## config.mk

```make
export PLATFORM = sky130hd
export DESIGN_NAME = da_shift_accumulator_flat
export DESIGN_NICKNAME = d
export VERILOG_FILES = /design/src/rtl/da_shift_accumulator_if.sv /design/src/rtl/da_shift_accumulator.sv /design/src/flat_wrapper.sv
export SDC_FILE = /design/constraint.sdc
export NUM_CORES = 1
export LEC_CHECK = 0
export ABC_AREA = 1
export CORE_MARGIN = 5
export CORE_UTILIZATION = 60
export DETAILED_ROUTE_END_ITERATION = 7
export GPL_TIMING_DRIVEN = 0
export PLACE_DENSITY = 0.85
export SYNTH_ARGS = -nofsm -noshare
export SYNTH_HDL_FRONTEND = slang
export SYNTH_SLANG_ARGS = --single-unit
```

## constraint.sdc

```tcl
create_clock -name clk -period 8.33 [get_ports clk]
set_clock_uncertainty 0.15 [all_clocks]
set_input_delay 1.666 -clock clk [delete_from_list [all_inputs] [get_ports clk]]
set_output_delay 1.666 -clock clk [all_outputs]
set_load 0.02 [all_outputs]
```

## src/rtl/da_shift_accumulator_if.sv

```systemverilog
// Bundle of the start/sample request, coefficient-ROM port and result signals
// of the distributed-arithmetic shift-accumulate engine.
interface da_shift_accumulator_if #(
    parameter int IN_W  = 8,
    parameter int ROM_W = 15,
    parameter int ACC_W = 24
);
    logic                    start;
    logic signed [IN_W-1:0]  x0, x1, x2, x3;
    logic [3:0]              rom_addr;
    logic signed [ROM_W-1:0] rom_q0, rom_q1, rom_q2, rom_q3;
    logic                    busy;
    logic                    done;
    logic signed [ACC_W-1:0] y0, y1, y2, y3;

    // Requester side: issues samples, supplies ROM words, consumes results.
    modport master (
        output start, x0, x1, x2, x3, rom_q0, rom_q1, rom_q2, rom_q3,
        input  rom_addr, busy, done, y0, y1, y2, y3
    );

    // Engine side.
    modport slave (
        input  start, x0, x1, x2, x3, rom_q0, rom_q1, rom_q2, rom_q3,
        output rom_addr, busy, done, y0, y1, y2, y3
    );
endinterface

```

## src/rtl/da_shift_accumulator.sv

```systemverilog
// Distributed-arithmetic shift-accumulate engine. Four latched samples are
// scanned MSB first; each cycle the bit slice addresses the coefficient ROM
// and the four ROM words are folded into four signed accumulators. The sign
// bit slice is subtracted, all later slices are added after a doubling.
module da_shift_accumulator #(
    parameter int IN_W  = 8,
    parameter int ROM_W = 15,
    parameter int ACC_W = 24
) (
    input logic                  clk,
    input logic                  rst,
    da_shift_accumulator_if.slave bus
);
    localparam int CNT_W = (IN_W > 1) ? $clog2(IN_W) : 1;
    localparam logic [CNT_W-1:0] CNT_LAST = CNT_W'(IN_W - 1);

    typedef enum logic {IDLE, RUN} state_t;

    state_t                  state, state_next;
    logic [IN_W-1:0]         sr       [4];
    logic signed [ROM_W-1:0] rom_q    [4];
    logic signed [ACC_W-1:0] rom_ext  [4];
    logic signed [ACC_W-1:0] acc      [4];
    logic signed [ACC_W-1:0] acc_next [4];
    logic signed [ACC_W-1:0] y        [4];
    logic [CNT_W-1:0]        cnt;
    logic                    done_q;
    logic                    load;
    logic                    first;
    logic                    last;

    assign rom_q[0] = bus.rom_q0;
    assign rom_q[1] = bus.rom_q1;
    assign rom_q[2] = bus.rom_q2;
    assign rom_q[3] = bus.rom_q3;

    assign bus.rom_addr = {sr[3][IN_W-1], sr[2][IN_W-1], sr[1][IN_W-1], sr[0][IN_W-1]};
    assign bus.busy     = (state == RUN);
    assign bus.done     = done_q;
    assign bus.y0       = y[0];
    assign bus.y1       = y[1];
    assign bus.y2       = y[2];
    assign bus.y3       = y[3];

    assign load  = (state == IDLE) && bus.start;
    assign first = (state == RUN) && (cnt == CNT_LAST);
    assign last  = (state == RUN) && (cnt == '0);

    // State register.
    // NOTE: clocked state uses non-blocking assignments so every register
    // samples pre-edge values, independent of statement order.
    always_ff @(posedge clk) begin
        if (rst) state <= IDLE;
        else     state <= state_next;
    end

    // Next-state logic: accept start only in IDLE, leave RUN after bit 0.
    // NOTE: the default assignment first guarantees no latch is inferred
    // on paths the case statement does not cover.
    always_comb begin
        state_next = state;
        case (state)
            IDLE:    if (bus.start) state_next = RUN;
            RUN:     if (cnt == '0) state_next = IDLE;
            default: state_next = IDLE;
        endcase
    end

    // Accumulator update: negate the sign-bit slice, double-and-add the rest.
    always_comb begin
        for (int k = 0; k < 4; k++) begin
            rom_ext[k]  = {{(ACC_W-ROM_W){rom_q[k][ROM_W-1]}}, rom_q[k]};
            acc_next[k] = first ? -rom_ext[k] : ((acc[k] <<< 1) + rom_ext[k]);
        end
    end

    // Datapath: sample latch and shift, accumulation, result capture, done pulse.
    // NOTE: the small register arrays here are reset explicitly because an
    // aborted run must leave results and scan state cleared.
    always_ff @(posedge clk) begin
        if (rst) begin
            for (int k = 0; k < 4; k++) begin
                sr[k]  <= '0;
                acc[k] <= '0;
                y[k]   <= '0;
            end
            cnt    <= '0;
            done_q <= 1'b0;
        end else begin
            done_q <= last;
            if (load) begin
                sr[0] <= bus.x0;
                sr[1] <= bus.x1;
                sr[2] <= bus.x2;
                sr[3] <= bus.x3;
                for (int k = 0; k < 4; k++) acc[k] <= '0;
                cnt <= CNT_LAST;
            end else if (state == RUN) begin
                for (int k = 0; k < 4; k++) begin
                    sr[k]  <= sr[k] << 1;
                    acc[k] <= acc_next[k];
                end
                cnt <= cnt - 1'b1;
                if (last) begin
                    for (int k = 0; k < 4; k++) y[k] <= acc_next[k];
                end
            end
        end
    end
endmodule

```

## src/flat_wrapper.sv

```systemverilog
// flat-port wrapper written by rule: the top's interface ports become plain ports
module da_shift_accumulator_flat 
#(
    parameter int IN_W  = 8,
    parameter int ROM_W = 15,
    parameter int ACC_W = 24
)
  (clk, rst, bus_start, bus_x0, bus_x1, bus_x2, bus_x3, bus_rom_q0, bus_rom_q1, bus_rom_q2, bus_rom_q3, bus_rom_addr, bus_busy, bus_done, bus_y0, bus_y1, bus_y2, bus_y3);
  da_shift_accumulator_if #(.IN_W(IN_W), .ROM_W(ROM_W), .ACC_W(ACC_W)) bus_i ();
  input logic clk;
  input logic rst;
  input wire logic [$bits(bus_i.start)-1:0] bus_start;
  input wire logic [$bits(bus_i.x0)-1:0] bus_x0;
  input wire logic [$bits(bus_i.x1)-1:0] bus_x1;
  input wire logic [$bits(bus_i.x2)-1:0] bus_x2;
  input wire logic [$bits(bus_i.x3)-1:0] bus_x3;
  input wire logic [$bits(bus_i.rom_q0)-1:0] bus_rom_q0;
  input wire logic [$bits(bus_i.rom_q1)-1:0] bus_rom_q1;
  input wire logic [$bits(bus_i.rom_q2)-1:0] bus_rom_q2;
  input wire logic [$bits(bus_i.rom_q3)-1:0] bus_rom_q3;
  output wire logic [$bits(bus_i.rom_addr)-1:0] bus_rom_addr;
  output wire logic [$bits(bus_i.busy)-1:0] bus_busy;
  output wire logic [$bits(bus_i.done)-1:0] bus_done;
  output wire logic [$bits(bus_i.y0)-1:0] bus_y0;
  output wire logic [$bits(bus_i.y1)-1:0] bus_y1;
  output wire logic [$bits(bus_i.y2)-1:0] bus_y2;
  output wire logic [$bits(bus_i.y3)-1:0] bus_y3;
  assign bus_i.start = bus_start;
  assign bus_i.x0 = bus_x0;
  assign bus_i.x1 = bus_x1;
  assign bus_i.x2 = bus_x2;
  assign bus_i.x3 = bus_x3;
  assign bus_i.rom_q0 = bus_rom_q0;
  assign bus_i.rom_q1 = bus_rom_q1;
  assign bus_i.rom_q2 = bus_rom_q2;
  assign bus_i.rom_q3 = bus_rom_q3;
  assign bus_rom_addr = bus_i.rom_addr;
  assign bus_busy = bus_i.busy;
  assign bus_done = bus_i.done;
  assign bus_y0 = bus_i.y0;
  assign bus_y1 = bus_i.y1;
  assign bus_y2 = bus_i.y2;
  assign bus_y3 = bus_i.y3;
  da_shift_accumulator #(.IN_W(IN_W), .ROM_W(ROM_W), .ACC_W(ACC_W)) u_core (.clk(clk), .rst(rst), .bus(bus_i));
endmodule
```

==> results_dict.tcl <==
set metrics [dict create \
    status "complete, no violations" \
    critPathKind "in2reg" \
    num_rows 59 \
    cts_htree_levels 1 \
    postCtsSetupBuffers 0 \
    ir_worst_vdd_v 0.0002017 \
    setup.worst_path.start_class "input port" \
    startpoint "bus_rom_q0[1]" \
    drt-pass1-iter-count 6 \
    postPlaceCellArea_sq_um 18220 \
    first_iter_violations 1704 \
    gp_congestion 0.9676 \
    rsz0062_at_grt "false" \
    ys_warn_count 0 \
    worstRegToRegCells 5 \
    p_per_area_nw_per_um2 200.7 \
    drive_above_1_share_pct 6.711 \
    syn-num-nets 2216 \
    grt_max_degree 63 \
    n_fill_cell 2054 \
    ys_seq_elements 225 \
    areaGrowthSynthToFinish_pct 20.80 \
    cts.sinks 225 \
    finalNetCount 2440 \
    rr_startpoint "u_core.bus.busy$_SDFF_PP0_" \
    synth_common_cells "463 x nand2_1, 234 x inv_1, 229 x nor2_1, 197 x a21oi_1, 195 x edfxtp_1" \
    cts_tree "yes" \
    maxCapViolCount 0 \
    cts_resized 0 \
    r2r_setup_slack_ns 5.51 \
    vias 15450 \
    clk_latency_ns 0.54 \
    io_pins 197 \
    netlist_top_cells_area "edfxtp_1 37%, nand2_1 11%, ha_1 7.5%" \
    via_per_inst 5.938 \
    hpwl_mm 38.78 \
    postSynthCellCount 2022 \
    power.leakage_nw 8.726 \
    synth_most_common_cell "nand2_1" \
    setup_viol 0 \
    ys.flop_type "edfxtp_1" \
    fin_setup_tns_ns 0 \
    holdCritStartpoint "u_core.acc[2][0]$_SDFFE_PP0P_" \
    async_flop_share_pct 0 \
    relSlewSlack_pct 28.26 \
    worst-path-max-fanout 5 \
    synth-seq-area-share_pct 40.88 \
    dieWidth_um 172.2 \
    syn_avg_cell_area_sq_um 7.811 \
    hold_viol 0 \
    synth_top_area_share_pct 37.08 \
    hold_path.class "reg2reg" \
    antenna_found_initial 3 \
    ys_types 54 \
    final_cell_area_sq_um 19080 \
    critPathRequiredTime_ns 8.45 \
    regToRegEndpoint "u_core.acc[1][3]$_SDFFCE_PN0P_" \
    synthesis.area_sq_um 15790 \
    core-area_sq_um 25980 \
    drv_slew 0 \
    grt_pass1_wl_mm 77.07 \
    wl_mm 50.14 \
    ant_nets 0 \
    port_buffers 195 \
    grt_pass1_vias 14910 \
    path_clk_slew_ns 0.06 \
    cts_buffers 25 \
    synth_top_area_cell "edfxtp_1" \
    synth-edff-count 195 \
    cts_hold_buf 0 \
    tightest_slew_ns 1.076 \
    cp.arrival_ns 4.42 \
    crit_path_end_kind "register" \
    hold_depth 2 \
    min_to "u_core.acc[2][0]$_SDFFE_PP0P_" \
    clockRootBuffer "clkbuf_16" \
    post_drt_wl_per_cell_um 19.28 \
    die_area_sq_um 29670 \
    fmax_ghz 0.2325 \
    start_util_pct 60.78 \
    die_y_um 172.2 \
    grt_overflow 0 \
    grt.total_usage_pct 32.97 \
    clockBufferDepth 3 \
    min_period_ns 4.300 \
    drc 0 \
    fin_crit_sh_pct 51.62 \
]
==> cells in the final DEF (no fill, tap or decap), types with 7 or more instances in the layout <==
| cell | instances |
|---|---|
| a21o_1 | 8 |
| a21oi_1 | 197 |
| a22o_1 | 27 |
| buf_2 | 24 |
| clkbuf_1 | 23 |
| clkbuf_16 | 25 |
| clkdlybuf4s50_1 | 195 |
| dfxtp_1 | 30 |
| edfxtp_1 | 195 |
| ha_1 | 95 |
| inv_1 | 234 |
| inv_2 | 13 |
| nand2_1 | 460 |
| nand2_2 | 18 |
| nand3_1 | 154 |
| nand3b_1 | 13 |
| nand4_1 | 45 |
| nor2_1 | 229 |
| nor2_2 | 10 |
| nor3_1 | 27 |
| o21a_1 | 11 |
| o21ai_0 | 54 |
| o21ai_1 | 10 |
| o21bai_1 | 7 |
| or2_2 | 9 |
| xnor2_1 | 19 |
| xor2_1 | 32 |
==> critical path: stages <==
cell             delay (ns)
clkdlybuf4s50_1        0.63
ha_1                   0.26
inv_1                  0.11
fa_1                   0.43
inv_1                  0.13
nand2_1                0.10
o21ai_2                0.24
nand2_2                0.10
nand2_4                0.11
nand2_1                0.06
nand2_1                0.12
xor2_1                 0.09
o21ai_0                0.30
nor2_1                 0.07
==> through the flow <==
stage / utilization [%] / hold WS, ns / worst slack, ns / instances / total power, W
floorplan: - / 0.2973 / 3.648 / 2022 / 0.002229
global placement: 69.91 / 0.3062 / 2.615 / 2552 / 0.002608
detailed placement: 70.11 / 0.3126 / 3.545 / 2554 / 0.002633
CTS: 73.41 / 0.3218 / 4.100 / 2600 / 0.003808
global route: 73.43 / 0.3402 / 3.946 / 2601 / 0.004004
finish: 73.43 / 0.3227 / 4.030 / 2601 / 0.003828
==> kinds of logic after synthesis <==
group           Yosys count  share of synthesized area (%)
compound gates          347                          12.67
xor+xnor                 51                          2.828
fa+ha+maj                99                          8.033
buf+inv                 297                          7.391
flops                   225                          40.88
mux                       6                         0.3803
simple gates            997                          27.82
==> worst max path at each step <==
stage                                           to  cells after the start
global placement      u_core.y[1][1]$_SDFFCE_PN0P_                      3
detailed placement  u_core.acc[0][9]$_SDFFCE_PN0P_                     14
CTS                 u_core.acc[0][9]$_SDFFCE_PN0P_                     14
global route        u_core.acc[0][9]$_SDFFCE_PN0P_                     14
finish              u_core.acc[0][9]$_SDFFCE_PN0P_                     14
floorplan             u_core.y[0][0]$_SDFFCE_PN0P_                      3
==> layer usage <==
metal | wire length [um] | share of wire (%) | global-route usage [%] | up-vias
met1 | 19610 | 39 | 42.86 | 7134
li1 | - | - | - | 7306
met4 | 1958 | 3.9 | 11.96 | 4
met5 | 27 | 0.054 | 0 | -
met3 | 5465 | 11 | 6.561 | 144
met2 | 23080 | 46 | 55.04 | 857
==> where the power goes <==
group	internal (W)	switching, W
Combinational	0.000439	0.000781
Clock	0.000707	0.000477
Sequential	0.00137	0.0000534
Total	0.00252	0.00131
==> state kept, by name, indices dropped and copies added, names as in the netlist <==
register and flops:
u_core.bus.busy 1, u_core.bus.done 1, u_core.cnt 3, u_core.acc 92, u_core.y 96, u_core.sr 32
==> cell type report <==
cell class	instances	area, sq um	share of cell area (%)
Multi-Input combinational cell	1500	8183	42.89
Inverter	247	927.1	4.859
Tap cell	335	419.2	2.197
Antenna cell	1	2.502	0.01312
Sequential cell	225	6456	33.84
Clock buffer	29	640.6	3.358
Buffer	50	240.2	1.259
Timing Repair Buffer	197	1994	10.45
Clock inverter	17	216.5	1.135
Note: power is estimated with default switching activity, not from simulation.
